==> src/rtl/cpu_pkg.sv <==
// Shared definitions for the 8-bit RISC core: ISA opcodes, sequencer state
// encoding and the bundle of registered sequencer control outputs.
package cpu_pkg;

    localparam int OPCODE_W = 3;

    localparam logic [OPCODE_W-1:0] OP_HLT = 3'b000;
    localparam logic [OPCODE_W-1:0] OP_SKZ = 3'b001;
    localparam logic [OPCODE_W-1:0] OP_ADD = 3'b010;
    localparam logic [OPCODE_W-1:0] OP_AND = 3'b011;
    localparam logic [OPCODE_W-1:0] OP_XOR = 3'b100;
    localparam logic [OPCODE_W-1:0] OP_LDA = 3'b101;
    localparam logic [OPCODE_W-1:0] OP_STO = 3'b110;
    localparam logic [OPCODE_W-1:0] OP_JMP = 3'b111;

    typedef enum logic [3:0] {
        ST_IDLE = 4'd0,
        ST_S0   = 4'd1,
        ST_S1   = 4'd2,
        ST_S2   = 4'd3,
        ST_S3   = 4'd4,
        ST_S4   = 4'd5,
        ST_S5   = 4'd6,
        ST_S6   = 4'd7,
        ST_S7   = 4'd8,
        ST_HALT = 4'd9
    } seq_state_t;

    typedef struct packed {
        logic rd;
        logic wr;
        logic load_ir;
        logic inc_pc;
        logic load_pc;
        logic load_acc;
        logic datactl_ena;
        logic halt;
        logic busy;
    } seq_out_t;

    // True for the eight states of an instruction micro-sequence.
    function automatic logic in_sequence(input seq_state_t s);
        return (s inside {ST_S0, ST_S1, ST_S2, ST_S3, ST_S4, ST_S5, ST_S6, ST_S7});
    endfunction

endpackage

==> src/rtl/cpu_op_decode.sv <==
// Combinational opcode classifier: splits an opcode into the instruction
// classes the sequencer cares about.
module cpu_op_decode
    import cpu_pkg::*;
(
    input  logic [OPCODE_W-1:0] opc,
    output logic                is_alu,
    output logic                is_sto,
    output logic                is_jmp,
    output logic                is_skz,
    output logic                is_hlt
);

    // LDA counts as ALU: it reads an operand and loads the accumulator.
    always_comb begin
        is_alu = 1'b0;
        is_sto = 1'b0;
        is_jmp = 1'b0;
        is_skz = 1'b0;
        is_hlt = 1'b0;
        case (opc)
            OP_HLT:                         is_hlt = 1'b1;
            OP_SKZ:                         is_skz = 1'b1;
            OP_ADD, OP_AND, OP_XOR, OP_LDA: is_alu = 1'b1;
            OP_STO:                         is_sto = 1'b1;
            OP_JMP:                         is_jmp = 1'b1;
            default:                        is_hlt = 1'b0;
        endcase
    end

endmodule

==> src/rtl/cpu_sequencer.sv <==
// Instruction-cycle controller: one 8-state micro-sequence per instruction,
// started by rising edges of fetch, parked in HALT after HLT until reset.
module cpu_sequencer
    import cpu_pkg::*;
#(
    parameter int OPC_W = 3
) (
    input  logic             clk,
    input  logic             reset,
    input  logic             fetch,
    input  logic [OPC_W-1:0] opcode,
    input  logic             zero,
    output logic             rd,
    output logic             wr,
    output logic             load_ir,
    output logic             inc_pc,
    output logic             load_pc,
    output logic             load_acc,
    output logic             datactl_ena,
    output logic             halt,
    output logic             busy
);

    seq_state_t       state;
    seq_state_t       state_nxt;
    logic             fetch_d;
    logic             frise;
    logic [OPC_W-1:0] opc_q;
    logic             skip_q;
    seq_out_t         out_q;
    seq_out_t         out_nxt;

    logic is_alu;
    logic is_sto;
    logic is_jmp;
    logic is_skz;
    logic is_hlt;

    assign frise = fetch & ~fetch_d;

    cpu_op_decode u_decode (
        .opc    (opc_q),
        .is_alu (is_alu),
        .is_sto (is_sto),
        .is_jmp (is_jmp),
        .is_skz (is_skz),
        .is_hlt (is_hlt)
    );

    // A started sequence always runs to S7; frise only matters in IDLE and S7.
    always_comb begin
        state_nxt = state;
        case (state)
            ST_IDLE: if (frise) state_nxt = ST_S0;
            ST_S0:   state_nxt = ST_S1;
            ST_S1:   state_nxt = ST_S2;
            ST_S2:   state_nxt = ST_S3;
            ST_S3:   state_nxt = is_hlt ? ST_HALT : ST_S4;
            ST_S4:   state_nxt = ST_S5;
            ST_S5:   state_nxt = ST_S6;
            ST_S6:   state_nxt = ST_S7;
            ST_S7:   state_nxt = frise ? ST_S0 : ST_IDLE;
            ST_HALT: state_nxt = ST_HALT;
            default: state_nxt = ST_IDLE;
        endcase
    end

    // Outputs are computed for the state being entered. Entering S3 the opcode
    // is only just being latched, so the live bus is used; entering S5 the
    // same holds for zero, which is why S5's skip uses zero directly.
    always_comb begin
        out_nxt = '0;
        case (state_nxt)
            ST_S0: begin
                out_nxt.rd      = 1'b1;
                out_nxt.load_ir = 1'b1;
            end
            ST_S1: begin
                out_nxt.rd      = 1'b1;
                out_nxt.load_ir = 1'b1;
                out_nxt.inc_pc  = 1'b1;
            end
            ST_S3: out_nxt.inc_pc = (opcode != OP_HLT);
            ST_S4: begin
                out_nxt.rd          = is_alu;
                out_nxt.datactl_ena = is_sto;
                out_nxt.load_pc     = is_jmp;
            end
            ST_S5: begin
                out_nxt.rd          = is_alu;
                out_nxt.load_acc    = is_alu;
                out_nxt.datactl_ena = is_sto;
                out_nxt.wr          = is_sto;
                out_nxt.load_pc     = is_jmp;
                out_nxt.inc_pc      = is_skz & zero;
            end
            ST_S6: begin
                out_nxt.datactl_ena = is_sto;
                out_nxt.inc_pc      = is_skz & skip_q;
            end
            ST_HALT: out_nxt.halt = 1'b1;
            default: out_nxt = '0;
        endcase
        out_nxt.busy = in_sequence(state_nxt);
    end

    // State, edge detector, opcode/skip latches and output registers.
    always_ff @(posedge clk) begin
        if (reset) begin
            state   <= ST_IDLE;
            fetch_d <= 1'b0;
            opc_q   <= '0;
            skip_q  <= 1'b0;
            out_q   <= '0;
        end else begin
            state   <= state_nxt;
            fetch_d <= fetch;
            out_q   <= out_nxt;
            if (state == ST_S2) opc_q <= opcode;
            if (state == ST_S4 && is_skz) skip_q <= zero;
        end
    end

    assign rd          = out_q.rd;
    assign wr          = out_q.wr;
    assign load_ir     = out_q.load_ir;
    assign inc_pc      = out_q.inc_pc;
    assign load_pc     = out_q.load_pc;
    assign load_acc    = out_q.load_acc;
    assign datactl_ena = out_q.datactl_ena;
    assign halt        = out_q.halt;
    assign busy        = out_q.busy;

endmodule

==> config.mk <==
export PLATFORM = sky130hd
export DESIGN_NAME = cpu_sequencer
export DESIGN_NICKNAME = d
export VERILOG_FILES = /design/src/rtl/cpu_pkg.sv /design/src/rtl/cpu_op_decode.sv /design/src/rtl/cpu_sequencer.sv
export SDC_FILE = /design/constraint.sdc
export NUM_CORES = 1
export LEC_CHECK = 0
export CAP_MARGIN = 0
export CORE_MARGIN = 4
export CORE_UTILIZATION = 52
export DETAILED_ROUTE_END_ITERATION = 10
export PLACE_DENSITY = 0.82
export SLEW_MARGIN = 20
export SYNTH_ARGS = -nofsm -noshare
export SYNTH_HDL_FRONTEND = slang
export SYNTH_SLANG_ARGS = --single-unit
==> constraint.sdc <==
create_clock -name clk -period 2.66 [get_ports clk]
set_input_delay 0.532 -clock clk [delete_from_list [all_inputs] [get_ports clk]]
set_output_delay 0.532 -clock clk [all_outputs]
set_load 0.02 [all_outputs]
After elaboration in Yosys (flattened, before gate mapping)
Cells that the tools add are included.

Mux-type cells: 13. Reduce and logical (&&, ||, !) cells: 12. Equal/unequal tests: 25. Bitwise gates (word level): 7.

Operators with widths (number): $pmux W4 S10 (1); $eq A4 B3 Y1 const B (8); $eq A4 B2 Y1 const B (4); $eq A4 B4 Y1 const B (4); $eq A3 B3 Y1 const B (4); $reduce_or A2 Y1 (5); $eq A4 B1 Y1 const B (2); $mux W1 (8); $mux W4 (2); $reduce_bool A8 Y1 (1); $eq A3 B2 Y1 const B (2); $logic_not A4 Y1 (1); $not A1 Y1 (4); $pmux W1 S4 (1); $reduce_or A4 Y1 (1); $and A1 B1 Y1 (3); $eq A3 B1 Y1 const B (1); $logic_not A3 Y1 (1); $reduce_bool A3 Y1 (1); $reduce_or A3 Y1 (1); $pmux W1 S2 (1); $logic_and A1 B1 Y1 (1).

Bits in registers: 18. Output and inout bits: 9. Bits of input ports: 7. Word-level logic and storage cells: 70.

Logic depth before layout (Yosys ltp)
Gate-level depths: netlist (run 1).

Depth after elaboration: 8. Gate-level depth with buffers: 5. Depth with buffers taken out: 4.

By module
Synthesis (run 1) repeated with hierarchy kept, for this count alone.

Cells, all modules: 81. Area, all modules: 792.0 sq um.

Modules (own cells, without submodules): cpu_sequencer (area each 753.2 sq um, times used 1, cells each 76); cpu_op_decode (area each 38.8 sq um, times used 1, cells each 5).

Worst setup path after synthesis (run 1)
Ideal clock, no wire load.

Path kind: input to register. Start: input reset. End: register out_q, in the netlist datactl_ena. Data arrival time: 1.466 ns. Required time: 2.568 ns. Stages on the path: 3. Setup slack: 1.102 ns. Library setup time: 0.092 ns. Cells stage by stage: or2_1 > or4_1 > nor4_1.

Word-level cells in the longest chain between the ends: 1.

Ends and longest elaborated chain: start: declaration (line cpu_sequencer.sv:9) `input logic reset,`; $reduce_or A2 Y1 (no source line); end signal: assignment (line cpu_sequencer.sv:118) `out_q <= out_nxt;`; end: declaration (line cpu_sequencer.sv:30) `seq_out_t out_q;`.

No other way between the ends. A chain may end at the register's enable or synchronous reset.

Worst setup path after layout (run 1)
Ends and elaborated chain as after synthesis.

==> flow_metrics.tcl, run 1 <==
set metrics [dict create \
    status "complete, no violations" \
    cts_resized 0 \
    antenna_cells 0 \
    final_antenna_net_count 0 \
    rsz0062_at_grt "no" \
    most-common-layout-cells "dfxtp_1 (18), nor2_1 (17), clkdlybuf4s50_1 (15)" \
    tns_ps 0 \
    vias 707 \
    power_leakage_nw 0.366 \
    gp_congestion 0.809 \
    vias_per_cell 5.80 \
    min_path_type "flop to flop" \
    hold_viol 0 \
    maxSlewViolCount 0 \
    final.period_utilization 0.665 \
    ir_drop_mv 0.358 \
    cp_cell_sequence "clkdlybuf4s50_1, or2_1, or4_1, nor4_1" \
    p_clk_frac 0.243 \
    p_sw_frac 0.280 \
    final_common_cell "dfxtp_1" \
    cts_tree "done" \
    drt_pass1_iterations 4 \
    final.min_clock_period_ps 1770 \
    antenna_found_initial 0 \
    relSlewSlack 0.634 \
    initial_core_util 0.548 \
    syn_area_um2 816 \
    cp-start-kind "primary input" \
    synth_edf_count 0 \
    nets 115 \
    yosysUniqueCellTypes 30 \
    dpl.hpwl_mm 1.11 \
    critical_path_buf_inv_count 1 \
    wirelength_mm 1.60 \
    drive_gt1_frac 0.0472 \
    grt_pass1_vias 584 \
    path_max_fanout 3 \
    worst_slew_pin_slew_ps 544 \
    syn_to_final_growth_pct 18.6 \
    initialDrtViolationCount 22 \
    grt_max_degree 15 \
    die_h_um 47.6 \
    syn_inst 92 \
    fmax_mhz 565 \
    io-pin-count 16 \
    clk_pin_slew_ps 100 \
    cp_data_arrival_time_ps 1970 \
    async_reset_ff_frac 0 \
    critPathSlowestCell "or4_1" \
    max_stage_delay_ps 500 \
    synth_seq_cells 18 \
    chipWidth_um 47.6 \
    dieArea_um2 2270 \
    h-tree-depth 1 \
    ctsHoldBuffers 0 \
    internal_power_w 0.000393 \
    cts.sinks 18 \
    overflow 0 \
    cts_setup_buffers 0 \
    rows 14 \
    syn_area_per_cell_um2 8.87 \
    yosysWarnings 0 \
    instances_no_fill 122 \
    power.switching_w 0.000153 \
    nFillCells 129 \
    seq_power_share 0.557 \
    finalSetupViolations 0 \
    placed_cells 119 \
    critPathTopFamily "simple AND/OR/NAND/NOR gates" \
    maxCapViolations 0 \
    critPathKind "primary input to flop" \
    finalClockSkew_ps 7.48 \
    coreArea_um2 1490 \
    power_density_nw_per_um2 565 \
    cts_max_path_buffers 2 \
    cts-root-buf "clkbuf_4" \
    grt_usage 0.160 \
    io_buffers 15 \
    combinationalPowerShare 0.200 \
    grt_pass1_wl_mm 2.52 \
    syn_nets 99 \
    required_ps 2860 \
    ys_dominant_reg_cell "dfxtp_1" \
    wire_per_inst_um 13.1 \
    clk_latency_ps 290 \
    critPathCaptureType "flop" \
    yosysSeqAreaShare 0.442 \
    cts_made_buffers 3 \
    drc 0 \
]
==> per-stage QoR <==
step	utilization	setup slack [ps]	total power (W)	instance area, um^2	hold slack [ps]
floorplan	-	1100	0.000387	816	464
global route	0.650	745	0.000573	967	570
finish	0.650	891	0.000546	967	508
detailed placement	0.634	601	0.000418	945	489
CTS	0.650	902	0.000548	967	511
global placement	0.634	636	0.000417	945	479
==> final cells by class <==
cell class / count / area [um^2] / share of cell area
clock buffers: 3 / 22.5 / 0.0233
inverters: 2 / 7.51 / 0.00776
well taps: 16 / 20.0 / 0.0207
repair buffers: 16 / 158 / 0.163
multi-input cells: 67 / 399 / 0.413
flip-flops and latches: 18 / 360 / 0.373
==> power groups by stage <==
stage / clock network (W) / logic, W / registers [W]
final: 0.000133 / 0.000109 / 0.000304
after detailed placement: 0 / 0.000108 / 0.000310
after CTS: 0.000135 / 0.000109 / 0.000304
after global placement: 0 / 0.000108 / 0.000309
after global routing: 0.000146 / 0.000120 / 0.000307
after floorplan: 0 / 0.0000782 / 0.000309
==> worst reg2reg max path: stages (launching register included) <==
cell and delay, ps:
dfxtp_1 600, nand2_1 160, nor3_1 460, mux2i_1 260
nor2_1 60
==> synthesized netlist by cell type, types with 2 or more instances <==
master    number  share of area
inv_1          2         0.0092
nand2_1        7          0.032
buf_6          3          0.041
nor4_1         2          0.015
o21ai_0        2          0.012
o32a_1         2          0.025
nor3_1         5          0.031
a21oi_1        2          0.012
nor2b_1        5          0.038
buf_4          2          0.018
nand2b_1       2          0.015
mux2i_1        5          0.061
nand3b_1       2          0.018
nand3_1        2          0.012
nor2_1        17          0.078
dfxtp_1       18           0.44
==> routing by layer <==
metal / part of all wire / track usage
met4: 0.0088 / 0.0645
met3: 0.080 / 0.0338
met1: 0.46 / 0.199
met5: 0 / 0
met2: 0.45 / 0.267
==> kinds of logic (layout without fill, tap and decap cells) <==
family	count (synthesis)	after routing	share of synthesized area
xor gates and xnor gates	1	1	0.0107
buffers and inverters	7	21	0.0690
muxes	5	5	0.0614
AOI/OAI and AO/OA	13	13	0.123
and+or+nand+nor	48	48	0.294
DFF	18	18	0.442
==> state kept, by name, indices dropped and copies added, names as in the netlist <==
signal	flops
inc_pc	1
halt	1
state	4
skip_q	1
opc_q	3
wr	1
load_pc	1
datactl_ena	1
load_acc	1
busy	1
fetch_d	1
load_ir	1
rd	1
==> path summary, 6_finish.rpt <==
path                             from                     end  slack (ps)  depth (start not counted)
setup reg to reg  state[1]$_SDFF_PP0_   opc_q[0]$_SDFFE_PP0P_        1010                          4
hold / removal    skip_q$_SDFFE_PP0P_     skip_q$_SDFFE_PP0P_         510                          2
setup / recovery                reset  datactl_ena$_SDFF_PP0_         890                          4
hold reg to reg   skip_q$_SDFFE_PP0P_     skip_q$_SDFFE_PP0P_         510                          2
Power figures use the tool's default switching activity.
==> run 2: changes to the inputs <==
- CORE_UTILIZATION: 52 -> 49
- PLACE_DENSITY: 0.82 -> 0.78
- clock period: 2.66 -> 1.7 ns (I/O delays scaled with it)
==> flow_metrics.tcl, run 2 (synthesized netlist as in run 1, its figures left out) <==
set metrics [dict create \
    status "complete, no violations" \
    io_buffers 15 \
    cp-start-kind "flop" \
    wire_per_inst_um 13.9 \
    instances_no_fill 130 \
    finalSetupViolations 0 \
    largest_reg_flops 4 \
    largestRegisters "state x4, opc_q x3" \
    rsz0062_at_grt "no" \
    fmax_mhz 630 \
    initialDrtViolationCount 17 \
    maxCapViolations 0 \
    cts-root-buf "clkbuf_4" \
    most-common-layout-cells "dfxtp_1 (18), nor2_1 (17), clkdlybuf4s50_1 (15)" \
    vias_per_cell 5.65 \
    ctsHoldBuffers 0 \
    grt_usage 0.160 \
    r2r_slack_ps 150 \
    cts_setup_buffers 0 \
    cts_resized 0 \
    final.period_utilization 0.933 \
    wirelength_mm 1.81 \
    antenna_cells 0 \
    critPathCaptureType "primary output" \
    min_path_cells 2 \
    die_h_um 48.8 \
    drc 0 \
    critical_path_buf_inv_count 1 \
    relSlewSlack 0.721 \
    antenna_found_initial 0 \
    cts.sinks 18 \
    clk_latency_ps 300 \
    dpl.hpwl_mm 1.35 \
    power_density_nw_per_um2 906 \
    r2r-start "state[2]$_SDFF_PP0_" \
    cp_data_arrival_time_ps 1250 \
    critPathLaunch "inc_pc$_SDFF_PP0_" \
    dp_slack_ps -190 \
    cts_tree "done" \
    min_path_type "flop to flop" \
    gp_congestion 0.843 \
    io-pin-count 16 \
    power_leakage_nw 0.409 \
    critPathSlowestCell "clkdlybuf4s50_1" \
    drt_pass1_iterations 4 \
    h-tree-depth 1 \
    required_ps 1360 \
    cp_cell_sequence "clkdlybuf4s50_1" \
    worst_slew_pin_slew_ps 418 \
    clk_pin_slew_ps 110 \
    chipWidth_um 48.8 \
    finalClockSkew_ps 7.84 \
    final_antenna_net_count 0 \
    largest-register "state" \
    syn_to_final_growth_pct 26.7 \
    hold_path_startpoint "skip_q$_SDFFE_PP0P_" \
    maxSlewViolCount 0 \
    hold_ws_ps 519 \
    ir_drop_mv 0.745 \
    max_stage_delay_ps 600 \
    critPathKind "flop to primary output" \
    rows 14 \
    grt_max_degree 14 \
    dieArea_um2 2380 \
    cts_made_buffers 3 \
    drive_gt1_frac 0.114 \
    path_max_fanout 1 \
    initial_core_util 0.529 \
    nets 122 \
    rr_endpoint "datactl_ena$_SDFF_PP0_" \
    coreArea_um2 1540 \
    vias 735 \
    hold_viol 0 \
    final.min_clock_period_ps 1590 \
    totalPowerFinal_w 0.000937 \
    grt_pass1_wl_mm 3.01 \
    whs_endpoint "skip_q$_SDFFE_PP0P_" \
    placed_cells 126 \
    final_common_cell "dfxtp_1" \
    reg2regPathDepth 3 \
    critPathTopFamily "buffers and inverters" \
    worst_slack_ps 114 \
    overflow 0 \
    grt_pass1_vias 688 \
    cts_max_path_buffers 2 \
]
## run 2: tightest hold or removal path, delay by kind of cell, from the launching register on
family	cells	cell delay, ps
AND/OR/NAND/NOR	1	70
multiplexers	1	70
flip-flops	1	350
## run 2: final cells by class
class,instances,area [um^2]
Multi-Input combinational cell,67,399
Tap cell,16,20.0
Timing Repair Buffer,23,210
Sequential cell,18,360
Fill cell,130,508
Clock buffer,4,36.3
Inverter,2,7.51
## run 2: report_power, final
part	internal (W)	leakage [nW]	switching, W
clock network	0.000131	0.0210	0.000139
logic	0.000100	0.241	0.0000989
registers	0.000445	0.147	0.0000230
## run 2: worst max path at each step
stage / to / slack (ps) / cells after the start
2_1_floorplan: state[3]$_SDFF_PP0_ / 290 / 4
3_3_place_gp: datactl_ena$_SDFF_PP0_ / -120 / 4
3_5_place_dp: datactl_ena$_SDFF_PP0_ / -190 / 4
4_1_cts: datactl_ena / 110 / 1
5_1_grt: datactl_ena$_SDFF_PP0_ / 70 / 3
6_report: inc_pc / 110 / 1
## run 2: metrics by stage
step                 util  setup TNS, ps  area (um^2)
floorplan               -              0          816
global placement    0.647           -162          997
detailed placement  0.647           -346          997
CTS                 0.670              0         1030
global route        0.670              0         1030
finish              0.670              0         1030
## run 2: layer usage
metal | part of all wire | up-vias | track usage
li1 | - | 367 | -
met1 | 0.44 | 341 | 0.191
met2 | 0.47 | 21 | 0.265
met3 | 0.060 | 6 | 0.0367
met4 | 0.020 | 0 | 0.0807
met5 | 0 | - | 0
==> run 3: changes to the inputs <==
- ABC_AREA: default -> 1
- CORE_UTILIZATION: 49 -> 48
- PLACE_DENSITY: 0.78 -> 0.77
==> flow_metrics.tcl, run 3 <==
set metrics [dict create \
    synth_top_cell_by_area "dfxtp_1" \
    regArea_um2 360 \
    min_path_type "flop to flop" \
    power_leakage_nw 0.451 \
    largest-register "state" \
    dpl.hpwl_mm 1.25 \
    vias_per_cell 5.08 \
    p_sw_frac 0.282 \
    antenna_found_initial 0 \
    die_h_um 49.1 \
    reg2regPathDepth 4 \
    power.switching_w 0.000259 \
    h-tree-depth 1 \
    finalClockSkew_ps 7.58 \
    yosysSeqAreaShare 0.444 \
    nFillCells 128 \
    drive_gt1_frac 0.132 \
    syn_area_um2 811 \
    wire_per_inst_um 10.4 \
    cts_made_buffers 3 \
    cts_max_path_buffers 2 \
    rr_endpoint "inc_pc$_SDFF_PP0_" \
    grt_pass1_wl_mm 2.68 \
    internal_power_w 0.000660 \
    hold_viol 0 \
    initialDrtViolationCount 22 \
    ctsHoldBuffers 0 \
    hold_path_startpoint "skip_q$_SDFFE_PP0P_" \
    ys_dominant_reg_cell "dfxtp_1" \
    cp_data_arrival_time_ps 1210 \
    cp_cell_sequence "clkdlybuf4s50_1" \
    relSlewSlack 0.789 \
    ys_top_cells_by_count "nor2_1 (23), nand2_1 (22), dfxtp_1 (18)" \
    p_clk_frac 0.277 \
    worst_slew_pin_slew_ps 316 \
    tns_ps 0 \
    syn_inst 117 \
    synth_seq_cells 18 \
    synth_edf_count 0 \
    worst_slack_ps 153 \
    rows 14 \
    multi_input_area_um2 379 \
    most-common-layout-cells "nor2_1 (23), nand2_1 (22), dfxtp_1 (18)" \
    ys_top_cells_by_area "dfxtp_1 (44%), nor2_1 (11%), nand2_1 (10%), nand3_1 (7.4%), inv_1 (5.6%)" \
    final.min_clock_period_ps 1550 \
    r2r_slack_ps 450 \
    syn_nets 124 \
    critPathCaptureType "primary output" \
    fmax_mhz 646 \
    maxCapViolations 0 \
    rsz0062_at_grt "no" \
    synth.most_common_cell "nor2_1" \
    critPathSlowestCell "clkdlybuf4s50_1" \
    coreArea_um2 1560 \
    dp_slack_ps 306 \
    whs_endpoint "skip_q$_SDFFE_PP0P_" \
    cts_tree "done" \
    io_buffers 15 \
    r2r-start "state[0]$_SDFF_PP0_" \
    clk_latency_ps 290 \
    required_ps 1360 \
    min_path_cells 2 \
    syn_area_per_cell_um2 6.93 \
    cts_resized 0 \
    combinationalPowerShare 0.210 \
    final_common_cell "nor2_1" \
    critical_path_buf_inv_count 1 \
    nets 144 \
    vias 772 \
    max_stage_delay_ps 590 \
    gp_congestion 0.967 \
    syn_to_final_growth_pct 25.5 \
    final.period_utilization 0.910 \
    initial_core_util 0.520 \
    grt_pass1_vias 678 \
    largestRegisters "state x4, opc_q x3" \
    antenna_cells 0 \
    cts-root-buf "clkbuf_4" \
    wirelength_mm 1.58 \
    dieArea_um2 2410 \
    cts.sinks 18 \
    synth_top_area_frac 0.444 \
    critPathTopFamily "buffers and inverters" \
    drt_pass1_iterations 4 \
    critPathKind "flop to primary output" \
    cp-start-kind "flop" \
    power_density_nw_per_um2 904 \
    grt_max_degree 11 \
    ir_drop_mv 0.462 \
    path_max_fanout 1 \
    maxSlewViolCount 0 \
    clk_pin_slew_ps 100 \
    yosysWarnings 0 \
    grt_usage 0.141 \
    seq_power_share 0.513 \
    totalPowerFinal_w 0.000919 \
    async_reset_ff_frac 0 \
    final_core_util 0.652 \
    yosysUniqueCellTypes 17 \
    overflow 0 \
    final_antenna_net_count 0 \
    cts_setup_buffers 0 \
    largest_reg_flops 4 \
    status "complete, no violations" \
    chipWidth_um 49.1 \
    drc 0 \
    io-pin-count 16 \
    finalSetupViolations 0 \
]
==> run 3: kinds of logic (layout without fill, tap and decap cells) <==
kind of cell | Yosys count | after routing | share of synthesized area
flip-flops | 18 | 18 | 0.444
AND/OR/NAND/NOR | 70 | 70 | 0.386
AO/OA/AOI/OAI | 12 | 12 | 0.0818
buffers and inverters | 17 | 36 | 0.0880
==> run 3: worst max path at each step <==
stage,end,depth (start not counted),startpoint,slack (ps)
detailed placement,halt$_SDFF_PP0_,7,fetch,310
global placement,halt$_SDFF_PP0_,7,fetch,350
CTS,wr,1,wr$_SDFF_PP0_,140
global route,wr,1,wr$_SDFF_PP0_,100
finish,wr,1,wr$_SDFF_PP0_,150
floorplan,skip_q$_SDFFE_PP0P_,6,state[1]$_SDFF_PP0_,670
==> run 3: routing by layer <==
layer,track usage,vias up,routed length [um]
met5,0,-,0
met4,0.0853,0,9
met3,0.0275,2,98
met2,0.230,24,752
met1,0.169,339,718
li1,-,407,-
==> run 3: power groups by stage <==
stage               combinational [W]  clock [W]  sequential (W)
global placement             0.000188          0        0.000481
floorplan                    0.000119          0        0.000490
CTS                          0.000192   0.000261        0.000471
global route                 0.000213   0.000288        0.000476
finish                       0.000193   0.000255        0.000471
detailed placement           0.000190          0        0.000481
==> run 3: area by class of cell <==
type                       instances  area share
timing repair buffer              17       0.162
inverter                          15      0.0554
clock buffer                       4      0.0357
tap                               16      0.0197
multi-input combinational         82       0.373
sequential                        18       0.354
==> run 3: through the flow <==
stage	hold WS, ps	instance area, um^2	std cells
finish	476	1020	152
CTS	480	1020	152
detailed placement	466	981	148
global route	521	1020	152
global placement	463	981	148
floorplan	419	811	117
